===== src/rtl/vga_timing_gen.sv =====
// vga_timing_gen: VGA raster timing generator.
//
// A clock divider produces a one-clk pixel strobe (pix_en) every CLK_DIV system
// clocks. On each strobe the column counter advances; the line counter advances
// when the column wraps. Sync and blanking flags are derived from the next-state
// counter values and registered on the same edge as the counters, so all outputs
// change together with zero skew.
//
// Ports:
//   clk        in   system clock, rising edge
//   rst        in   asynchronous active-high reset
//   hCount     out  [9:0] current pixel column (registered)
//   vCount     out  [9:0] current line (registered)
//   hSync      out  active-low horizontal sync (registered)
//   vSync      out  active-low vertical sync (registered)
//   bright     out  high inside the visible window (registered)
//   pix_en     out  one-clk pulse on the clk whose edge advances the counters
//   frame_tick out  only with VGA_FRAME_TICK_EN defined: one-clk pulse after the
//                   edge that wraps both counters to 0 (registered)
//
// Optional feature macro: VGA_FRAME_TICK_EN
module vga_timing_gen #(
    parameter int unsigned CLK_DIV     = 4,
    parameter int unsigned H_TOTAL     = 800,
    parameter int unsigned H_SYNC      = 96,
    parameter int unsigned H_ACT_START = 144,
    parameter int unsigned H_ACT_END   = 783,
    parameter int unsigned V_TOTAL     = 525,
    parameter int unsigned V_SYNC      = 2,
    parameter int unsigned V_ACT_START = 35,
    parameter int unsigned V_ACT_END   = 514
) (
    input  logic       clk,
    input  logic       rst,
    output logic [9:0] hCount,
    output logic [9:0] vCount,
    output logic       hSync,
    output logic       vSync,
    output logic       bright,
    output logic       pix_en
`ifdef VGA_FRAME_TICK_EN
    ,
    output logic       frame_tick
`endif
);

    localparam int unsigned DIV_W = (CLK_DIV > 1) ? $clog2(CLK_DIV) : 1;

    localparam logic [DIV_W-1:0] DIV_LAST = DIV_W'(CLK_DIV - 1);
    localparam logic [9:0] H_LAST   = 10'(H_TOTAL - 1);
    localparam logic [9:0] V_LAST   = 10'(V_TOTAL - 1);
    localparam logic [9:0] H_SYNC_C = 10'(H_SYNC);
    localparam logic [9:0] V_SYNC_C = 10'(V_SYNC);
    localparam logic [9:0] H_ACT_S  = 10'(H_ACT_START);
    localparam logic [9:0] H_ACT_E  = 10'(H_ACT_END);
    localparam logic [9:0] V_ACT_S  = 10'(V_ACT_START);
    localparam logic [9:0] V_ACT_E  = 10'(V_ACT_END);

    logic [DIV_W-1:0] r_div;
    logic [9:0]       r_hcount;
    logic [9:0]       r_vcount;
    logic             r_hsync;
    logic             r_vsync;
    logic             r_bright;

    logic       w_pix_en;
    logic       w_line_end;
    logic       w_frame_end;
    logic [9:0] w_h_next;
    logic [9:0] w_v_next;

    always_comb begin
        w_pix_en    = (r_div == DIV_LAST);
        w_line_end  = w_pix_en && (r_hcount == H_LAST);
        w_frame_end = w_line_end && (r_vcount == V_LAST);

        w_h_next = r_hcount;
        if (w_pix_en) begin
            w_h_next = (r_hcount == H_LAST) ? 10'd0 : r_hcount + 10'd1;
        end

        w_v_next = r_vcount;
        if (w_line_end) begin
            w_v_next = (r_vcount == V_LAST) ? 10'd0 : r_vcount + 10'd1;
        end
    end

    always_ff @(posedge clk or posedge rst) begin
        if (rst) begin
            r_div    <= '0;
            r_hcount <= 10'd0;
            r_vcount <= 10'd0;
            r_hsync  <= 1'b0;
            r_vsync  <= 1'b0;
            r_bright <= 1'b0;
        end else begin
            r_div    <= w_pix_en ? '0 : r_div + 1'b1;
            r_hcount <= w_h_next;
            r_vcount <= w_v_next;
            // Flags use next-state counters so they land on the same edge.
            r_hsync  <= (w_h_next >= H_SYNC_C);
            r_vsync  <= (w_v_next >= V_SYNC_C);
            r_bright <= (w_h_next >= H_ACT_S) && (w_h_next <= H_ACT_E) &&
                        (w_v_next >= V_ACT_S) && (w_v_next <= V_ACT_E);
        end
    end

    assign hCount = r_hcount;
    assign vCount = r_vcount;
    assign hSync  = r_hsync;
    assign vSync  = r_vsync;
    assign bright = r_bright;
    // Decoded from the divider register; zero throughout reset since div is 0.
    assign pix_en = w_pix_en;

`ifdef VGA_FRAME_TICK_EN
    logic r_frame_tick;

    always_ff @(posedge clk or posedge rst) begin
        if (rst) begin
            r_frame_tick <= 1'b0;
        end else begin
            r_frame_tick <= w_frame_end;
        end
    end

    assign frame_tick = r_frame_tick;
`else
    logic w_unused_frame_end;
    assign w_unused_frame_end = w_frame_end;
`endif

endmodule

===== config.mk =====
export PLATFORM = sky130hd
export DESIGN_NAME = vga_timing_gen
export DESIGN_NICKNAME = d
export VERILOG_FILES = /design/src/rtl/vga_timing_gen.sv
export SDC_FILE = /design/constraint.sdc
export NUM_CORES = 1
export LEC_CHECK = 0
export ABC_CLOCK_PERIOD_IN_PS = 5200
export CAP_MARGIN = 5
export CORE_ASPECT_RATIO = 1.75
export CORE_UTILIZATION = 25
export DETAILED_ROUTE_END_ITERATION = 6
export MAX_ROUTING_LAYER = met4
export SETUP_SLACK_MARGIN = 0.15
export SYNTH_ARGS = -nofsm -noshare
export SYNTH_HDL_FRONTEND = slang
export SYNTH_SLANG_ARGS = --single-unit

===== constraint.sdc =====
create_clock -name clk -period 5.2 [get_ports clk]
set_input_delay 1.04 -clock clk [delete_from_list [all_inputs] [get_ports clk]]
set_output_delay 1.04 -clock clk [all_outputs]
set_load 0.05 [all_outputs]

==> results.sh <==
export IMPL_fillCellCount=539
export IMPL_cts_sinks=25
export IMPL_synth_area_per_cell_um2=9.91
export IMPL_antenna_found_initial=0
export IMPL_cts_root_buf="clkbuf_8"
export IMPL_start_util_pct=26.0
export IMPL_post_cts_buffers=0
export IMPL_postRouteAntennaNets=0
export IMPL_clock_path_buffers=2
export IMPL_synth_top_cell_area_share_pct=47.8
export IMPL_track_usage_pct=11.5
export IMPL_final_area_um2=1660
export IMPL_die_w_um=56.7
export IMPL_top_usage_layer="met2"
export IMPL_slowest_stage="clkdlybuf4s50_1"
export IMPL_worst_endpoint_required_ns=4.16
export IMPL_p_leak_uw=0.000740
export IMPL_synthCells=132
export IMPL_yosysMostFrequentCell="dfrtp_1"
export IMPL_routed_via_count=1079
export IMPL_met2_usage_pct=19.7
export IMPL_grt_pass1_wl_mm=4.82
export IMPL_worstSetupEndpointType="output port"
export IMPL_drt_wl_total_mm=2.97
export IMPL_hold_path_class="register to register"
export IMPL_synth_top_area_cell="dfrtp_1"
export IMPL_wl_per_cell_um=13.9
export IMPL_async_flop_share_pct=100
export IMPL_hpwlAfterDp_mm=2.27
export IMPL_nets=166
export IMPL_violations="DRC"
export IMPL_regArea_um2=626
export IMPL_clk_pin_slew_worst_paths_ns=0.09
export IMPL_p_per_area_nw_per_um2=189
export IMPL_io_buffers=25
export IMPL_drive_above_1_share_pct=5.03
export IMPL_min_to="r_div[0]"
export IMPL_routed_via_density=5.07
export IMPL_tightest_slew_ns=0.955
export IMPL_placedInstanceArea_um2=1610
export IMPL_setup_viol=0
export IMPL_grt_util_met3_pct=1.60
export IMPL_skew_ns=0.00292
export IMPL_multiInputGateArea_um2=641
export IMPL_grt_pass1_vias=1065
export IMPL_r2r_cells=8
export IMPL_finalHoldViolations=0
export IMPL_path_cells="ha_1, clkdlybuf4s50_1"
export IMPL_syn_to_final_growth_pct=26.9
export IMPL_r2r_end="bright"
export IMPL_grt_max_degree=26
export IMPL_synth_enable_flop_cells=0
export IMPL_setup_tns_ns=0
export IMPL_ys_types=37
export IMPL_clock_latency_ns=0.26
export IMPL_syn_cell_area_um2=1310
export IMPL_ctsResizeCount=0
export IMPL_fin_crit_ns=2.95
export IMPL_ys_top_cells_by_count="dfrtp_1 (25), nand2_1 (14), nor2_1 (10)"
export IMPL_ir_drop_mv=0.111
export IMPL_seq_area_frac_synth_pct=47.8
export IMPL_gr_usage_met1_pct=12.7
export IMPL_relSlewSlack_pct=36.3
export IMPL_cp_slowest_stage_delay_ns=0.88
export IMPL_num_io_pins=26
export IMPL_synth_area_leaders="dfrtp_1 (48%), nand4_1 (4.3%), nand2_1 (4.0%)"
export IMPL_final_period_utilization_pct=56.7
export IMPL_holdPathStages=1
export IMPL_hold_buffers=0
export IMPL_grt_setup_unrepaired="false"
export IMPL_power_uw=313
export IMPL_firstDrtPassIters=7
export IMPL_die_y_um=97.7
export IMPL_synth_nets=138
export IMPL_ys_warn_count=0
export IMPL_rows=34
export IMPL_grt_ovfl_total=0
export IMPL_min_from="r_div[0]"
export IMPL_timing_rr_start="hCount[0]"
export IMPL_ys_ff_latch=25
export IMPL_synth_top_flop_cell="dfrtp_1"
export IMPL_status="finished, violations left"
export IMPL_coreArea_um2=5020
export IMPL_whs_ns=0.428
export IMPL_dieArea_um2=5530
export IMPL_slew_violations=0
export IMPL_antenna_cells=0
export IMPL_worstSetupPathType="register to output port"
export IMPL_cts_made_buffers=3
export IMPL_drt_iter0_markers=40
export IMPL_start_kind="register"
export IMPL_maxCapViolCount=0
export IMPL_htreeDepth=1
export IMPL_timing_fmax_mhz=339
export IMPL_drc=6
export IMPL_cts_tree="yes"
export IMPL_rrSetupSlack_ns=2.37
export IMPL_gp_congestion=0.791
export IMPL_worstPathArrival_ns=1.91
export IMPL_worstPathMaxFanout=13
==> per-stage QoR <==
stage / setup WS, ns / utilization [%] / cells
2_1_floorplan: 2.48 / - / 132
3_5_place_dp: 2.39 / 32.2 / 209
6_report: 2.25 / 33.1 / 213
4_1_cts: 2.24 / 33.1 / 213
3_3_place_gp: 2.48 / 32.2 / 209
5_1_grt: 2.17 / 33.1 / 213
==> layout by cell type (no fill, tap or decap), types with 2 or more instances in the layout <==
cell type,n
nand4_1,9
clkbuf_8,3
nand2b_1,2
a21oi_1,2
nand2_1,14
and3_1,4
nor2_1,10
nor3_1,2
o21ai_0,5
xnor2_1,6
clkdlybuf4s50_1,25
xor2_1,5
a31oi_1,3
and4_1,4
or3_1,3
inv_1,8
ha_1,4
dfrtp_1,25
or4_1,2
nand3_1,5
==> final cells by class <==
type	instances	area share (%)
clock buffers	4	2.71
repair buffers	25	15.1
flip-flops and latches	25	37.7
inverters	8	1.81
well taps	54	4.07
multi-input cells	97	38.6
==> state kept, by name (all words and copies together) (netlist names) <==
name	cells
bright	1
vSync	1
vCount	10
hSync	1
r_div	2
hCount	10
==> report_power, final <==
| group | switching (uW) | leakage, uW | internal, uW |
|---|---|---|---|
| logic | 3.73 | 0.000382 | 0.690 |
| clock network | 59.9 | 0.0000228 | 54.7 |
| registers | 0 | 0.000335 | 194 |
==> metal layers <==
layer | wire, um | up-vias | share of wire [%]
met5 | 0 | - | 0
met4 | 59 | 0 | 2.0
met3 | 114 | 4 | 3.8
met2 | 1590 | 23 | 54
met1 | 1200 | 515 | 40
li1 | - | 537 | -
==> cells by family after synthesis <==
group                    count (synthesis)  share of synthesized area [%]
flip-flops                              25                           47.8
AND/OR/NAND/NOR                         66                           29.9
multiplexers                             1                          0.861
XOR/XNOR                                11                           7.37
adder cells (fa/ha/maj)                  4                           3.83
buffers and inverters                   10                           3.16
AO/OA/AOI/OAI                           15                           7.08
==> how the worst max path moves through the flow <==
stage	from	to	slack (ns)	depth (start not counted)
2_1_floorplan	hCount[0]	bright	2.48	8
3_3_place_gp	hCount[0]	bright	2.48	8
3_5_place_dp	hCount[0]	bright	2.39	8
4_1_cts	r_div[0]	pix_en	2.24	2
5_1_grt	r_div[0]	pix_en	2.17	2
6_report	r_div[0]	pix_en	2.25	2
==> critical path, delay by kind of cell (launching register included) <==
| kind | cells | cell delay [ns] |
|---|---|---|
| fa+ha+maj | 1 | 0.40 |
| flops | 1 | 0.35 |
| buf+inv | 1 | 0.88 |
Power figures use the tool's default switching activity.
